--- src/rtl/fifo_burst_reader.sv ---
// Drains a syncfifo in fixed-length bursts and re-presents the words as a valid/ready stream.
// A 2-entry buffer absorbs the FIFO's one-cycle registered read latency so reads can issue back-to-back.
`ifndef WIDTH
`define WIDTH 8
`endif

module fifo_burst_reader #(
    parameter int WIDTH     = `WIDTH,
    parameter int BURST_LEN = 16,
    parameter int CNT_W     = $clog2(BURST_LEN + 1)
) (
    input  logic             clk,
    input  logic             rst_n,
    input  logic             fifo_empty,
    input  logic             fifo_empty_th,
    input  logic [WIDTH-1:0] fifo_dout,
    output logic             fifo_rd_en,
    output logic [WIDTH-1:0] m_data,
    output logic             m_valid,
    output logic             m_last,
    input  logic             m_ready,
    output logic             busy,
    output logic [15:0]      burst_cnt
);

    // state  | meaning
    // IDLE   | waiting for the FIFO to rise above its empty threshold
    // BURST  | issuing reads until BURST_LEN have been sent
    // DRAIN  | no reads; waiting for the tagged last word to be accepted
    typedef enum logic [1:0] {
        ST_IDLE  = 2'd0,
        ST_BURST = 2'd1,
        ST_DRAIN = 2'd2
    } state_t;

    state_t           r_state;
    logic [CNT_W-1:0] r_rd_cnt;
    logic [15:0]      r_burst_cnt;
    logic             r_busy;
    logic             r_inflight;
    logic             r_inflight_last;
    logic [1:0]       r_ob_cnt;
    logic [WIDTH-1:0] r_head_data;
    logic             r_head_last;
    logic [WIDTH-1:0] r_tail_data;
    logic             r_tail_last;

    logic             w_pop;
    logic [2:0]       w_occ;
    logic [2:0]       w_limit;
    logic             w_rd_en;
    logic             w_rd_last;

    // A same-cycle pop frees a slot, so it raises the occupancy limit rather than being subtracted.
    assign w_pop     = (r_ob_cnt != 2'd0) && m_ready;
    assign w_occ     = {1'b0, r_ob_cnt} + {2'b00, r_inflight};
    assign w_limit   = 3'd2 + {2'b00, w_pop};
    assign w_rd_en   = (r_state == ST_BURST) && !fifo_empty && (w_occ < w_limit);
    assign w_rd_last = w_rd_en && (r_rd_cnt == CNT_W'(BURST_LEN - 1));

    assign fifo_rd_en = w_rd_en;
    assign m_valid    = (r_ob_cnt != 2'd0);
    assign m_data     = r_head_data;
    assign m_last     = r_head_last;
    assign busy       = r_busy;
    assign burst_cnt  = r_burst_cnt;

    always_ff @(posedge clk or negedge rst_n) begin
        if (!rst_n) begin
            r_state     <= ST_IDLE;
            r_rd_cnt    <= '0;
            r_burst_cnt <= '0;
            r_busy      <= 1'b0;
        end else begin
            case (r_state)
                ST_IDLE: begin
                    if (!fifo_empty_th) begin
                        r_state  <= ST_BURST;
                        r_rd_cnt <= '0;
                        r_busy   <= 1'b1;
                    end
                end
                ST_BURST: begin
                    if (w_rd_en) begin
                        r_rd_cnt <= r_rd_cnt + CNT_W'(1);
                        if (w_rd_last) begin
                            r_state <= ST_DRAIN;
                        end
                    end
                end
                ST_DRAIN: begin
                    if (w_pop && r_head_last) begin
                        r_state     <= ST_IDLE;
                        r_busy      <= 1'b0;
                        r_burst_cnt <= r_burst_cnt + 16'd1;
                    end
                end
                default: begin
                    r_state <= ST_IDLE;
                    r_busy  <= 1'b0;
                end
            endcase
        end
    end

    always_ff @(posedge clk or negedge rst_n) begin
        if (!rst_n) begin
            r_inflight      <= 1'b0;
            r_inflight_last <= 1'b0;
            r_ob_cnt        <= 2'd0;
            r_head_data     <= '0;
            r_head_last     <= 1'b0;
            r_tail_data     <= '0;
            r_tail_last     <= 1'b0;
        end else begin
            r_inflight      <= w_rd_en;
            r_inflight_last <= w_rd_last;
            case ({r_inflight, w_pop})
                2'b11: begin
                    if (r_ob_cnt == 2'd2) begin
                        r_head_data <= r_tail_data;
                        r_head_last <= r_tail_last;
                        r_tail_data <= fifo_dout;
                        r_tail_last <= r_inflight_last;
                    end else begin
                        r_head_data <= fifo_dout;
                        r_head_last <= r_inflight_last;
                    end
                end
                2'b10: begin
                    if (r_ob_cnt == 2'd0) begin
                        r_head_data <= fifo_dout;
                        r_head_last <= r_inflight_last;
                    end else begin
                        r_tail_data <= fifo_dout;
                        r_tail_last <= r_inflight_last;
                    end
                    r_ob_cnt <= r_ob_cnt + 2'd1;
                end
                2'b01: begin
                    r_head_data <= r_tail_data;
                    r_head_last <= r_tail_last;
                    r_ob_cnt    <= r_ob_cnt - 2'd1;
                end
                default: ;
            endcase
        end
    end

endmodule

--- config.mk ---
export PLATFORM = sky130hd
export DESIGN_NAME = fifo_burst_reader
export DESIGN_NICKNAME = d
export VERILOG_FILES = /design/src/rtl/fifo_burst_reader.sv
export SDC_FILE = /design/constraint.sdc
export NUM_CORES = 1
export LEC_CHECK = 0
export CAP_MARGIN = 25
export CORE_ASPECT_RATIO = 0.9
export CORE_UTILIZATION = 56
export CTS_CLUSTER_SIZE = 16
export DETAILED_ROUTE_END_ITERATION = 10
export GPL_TIMING_DRIVEN = 0
export PLACE_DENSITY = 0.84
export SLEW_MARGIN = 20
export SYNTH_ARGS = -nofsm -noshare
export SYNTH_HDL_FRONTEND = slang
export SYNTH_SLANG_ARGS = --single-unit
export TNS_END_PERCENT = 20
--- constraint.sdc ---
create_clock -name clk -period 4.47 [get_ports clk]
set_clock_uncertainty 0.1 [all_clocks]
set_input_delay 0.447 -clock clk [delete_from_list [all_inputs] [get_ports clk]]
set_output_delay 0.447 -clock clk [all_outputs]
set_load 0.1 [all_outputs]
==> flow_summary.ini <==
[yosys]
synth_nets = 221
synth_edf_count = 0
synth_cell_types = 39
synth_area_sq_mm = 0.00233
synth_seq_cells = 46
async_flop_share = 1.00
synth.avg_cell_area_sq_um = 11.6
synth_warnings = 0
yosysSeqAreaShare = 0.495
synthFlopType = dfrtp_1
syn-instance-count = 200

[sta]
worst_pin_slew_ns = 0.989
holdWs_ns = 0.0454
hold_violations = 0
max_freq_ghz = 0.282
setup_viol = 0
setup_tns_ns = 0
slew_headroom = 0.339
final-max-slew-violation-count = 0
fin_crit_sh = 0.794
rsz0062_at_grt = no
min_period_ns = 3.55

[setup_path]
worstSetupEndpointType = output pin
crit_fanout = 5
crit_top_cell = ha_1
cp.arrival_ns = 3.00
worst_path_largest_cell_delay_ns = 1.14
cp_slowest_cell = clkdlybuf4s50_1
required_ns = 3.92
crit_chain = ha_1 > ha_1 > nor4_2 > and2_0 > buf_2 > clkdlybuf4s50_1
crit_type = reg2out
startpoint_type = flop

[route]
routedWlPerCell_um = 15.2
drc = 0
vias_per_cell = 5.82
drt-total-wl_mm = 4.47
dr.pass1.iters = 4
via_count = 1711
antenna_left = 0
first_iter_violations = 92

[global_route]
grt_pass1_wl_mm = 7.77
grt_max_degree = 26
grtUsageTotal = 0.227
grt_pass1_vias = 1651
antenna_found_initial = 0
overflow = 0

[floorplan]
die_h_um = 63.1
dieWidth_um = 69.9
io_pins = 41
core_sq_mm = 0.00384
rows = 21
die_area_sq_mm = 0.00442
initial_core_util = 0.606

[layout]
nets = 269
multi_input_area_sq_mm = 0.00108
postLayoutCoreUtil = 0.751
ff_latch_area_sq_mm = 0.00115
final_common_cell = dfrtp_1
instances_no_fill = 294
area_growth_pct = 23.9
mostFrequentLayoutCells = 46 x dfrtp_1, 39 x clkdlybuf4s50_1, 12 x nand2_1, 12 x mux2i_1, 11 x mux2_2
drive_gt1_frac = 0.137
diodes = 0
fillers = 270

[pwr]
cellPowerDensity_mw_per_mm2 = 676
power_leakage_nw = 1.34
vdd_ir_drop_max_v = 0.000473
finalPower_mw = 1.95

[clock_network]
holdBufCountCts = 0
cts_buffers = 5
clk_pin_slew_ns = 0.08
cts_root_buffer = clkbuf_8
htreeDepth = 2
max-clock-path-buffers = 2
clk_latency_ns = 0.30
tritoncts = yes
post_cts_buffers = 0
cts_resized = 0
numClockSinks = 46

[placed_design]
port_buffers = 40
place_inst = 287
gp_congestion = 0.757
place_hpwl_mm = 3.24

[run_status]
outcome = finished, final reports clean

[job]
max_cap_violations = 0

[min_path]
holdCritPathClass = in2async
==> worst max-delay path: cells and delay by family (launching register included) <==
family        cells  cell delay [ns]
fa+ha+maj         2             0.40
buf+inv           2             1.30
flops             1             0.44
simple gates      2             0.56
==> stage by stage <==
step / instance area (sq um) / setup slack (ns)
finish: 2880 / 0.923
CTS: 2880 / 0.921
global route: 2880 / 0.778
global placement: 2780 / 0.998
detailed placement: 2810 / 0.965
floorplan: 2330 / 2.26
==> cells in the mapped netlist (4+ instances only) <==
library cell | instances | area (sq um)
nand2_1 | 12 | 45.0
nand3_1 | 7 | 35.0
nor3_1 | 5 | 25.0
clkbuf_1 | 4 | 15.0
xnor2_1 | 8 | 70.1
ha_1 | 8 | 100
inv_1 | 9 | 33.8
xor2_1 | 10 | 87.6
mux2_2 | 11 | 124
a21o_1 | 8 | 60.1
mux2i_1 | 12 | 120
buf_4 | 4 | 30.0
a211oi_1 | 10 | 75.1
a221oi_1 | 8 | 70.1
dfrtp_1 | 46 | 1150
nor2_1 | 5 | 18.8
==> path summary, 6_finish.rpt <==
path / slack (ns) / endpoint / cells after the start / start
setup / recovery: 0.92 / fifo_rd_en / 6 / r_inflight$_DFF_PN0_
hold / removal: 0.05 / r_tail_data[3]$_DFFE_PN0P_ / 1 / rst_n
setup reg to reg: 2.21 / r_tail_data[4]$_DFFE_PN0P_ / 7 / r_ob_cnt[0]$_DFFE_PN0N_
hold reg to reg: 0.37 / burst_cnt[15]$_DFFE_PN0P_ / 1 / burst_cnt[15]$_DFFE_PN0P_
max in group asynchronous: 3.71 / burst_cnt[0]$_DFFE_PN0P_ / 2 / rst_n
min in group clk: 0.37 / burst_cnt[15]$_DFFE_PN0P_ / 1 / burst_cnt[15]$_DFFE_PN0P_
==> final cells by class <==
type | count | share of cell area
Sequential cell | 46 | 0.399
Multi-Input combinational cell | 134 | 0.375
Timing Repair Buffer | 41 | 0.147
Clock buffer | 7 | 0.0265
Tap cell | 46 | 0.0200
Buffer | 10 | 0.0191
Inverter | 10 | 0.0130
==> registers in the layout, summed over array words and instances (netlist names) <==
name	count
burst_cnt	16
m_data	8
r_tail_data	8
r_rd_cnt	5
r_ob_cnt	2
r_state	2
busy	1
m_last	1
r_inflight	1
r_inflight_last	1
r_tail_last	1
==> cell families (layout without fill, tap and decap cells) <==
group,Yosys count,in the layout,synth area share
buffers and inverters,20,68,0.0398
xor gates and xnor gates,18,18,0.0678
and+or+nand+nor,48,48,0.123
DFF,46,46,0.495
muxes,23,23,0.105
AOI/OAI and AO/OA,37,37,0.127
adders and majority gates,8,8,0.0430
==> per-layer routing <==
layer	vias up	track usage	part of all wire
met3	5	0.0400	0.029
met5	-	0	0
met1	856	0.306	0.49
li1	812	-	-
met2	38	0.364	0.47
met4	0	0.0900	0.012
==> power breakdown <==
part	total, mW	internal (mW)	switching, mW
Sequential	0.625	0.538	0.0874
Clock	0.238	0.108	0.130
Combinational	1.08	0.365	0.720
(Power assumes the default switching activity.)
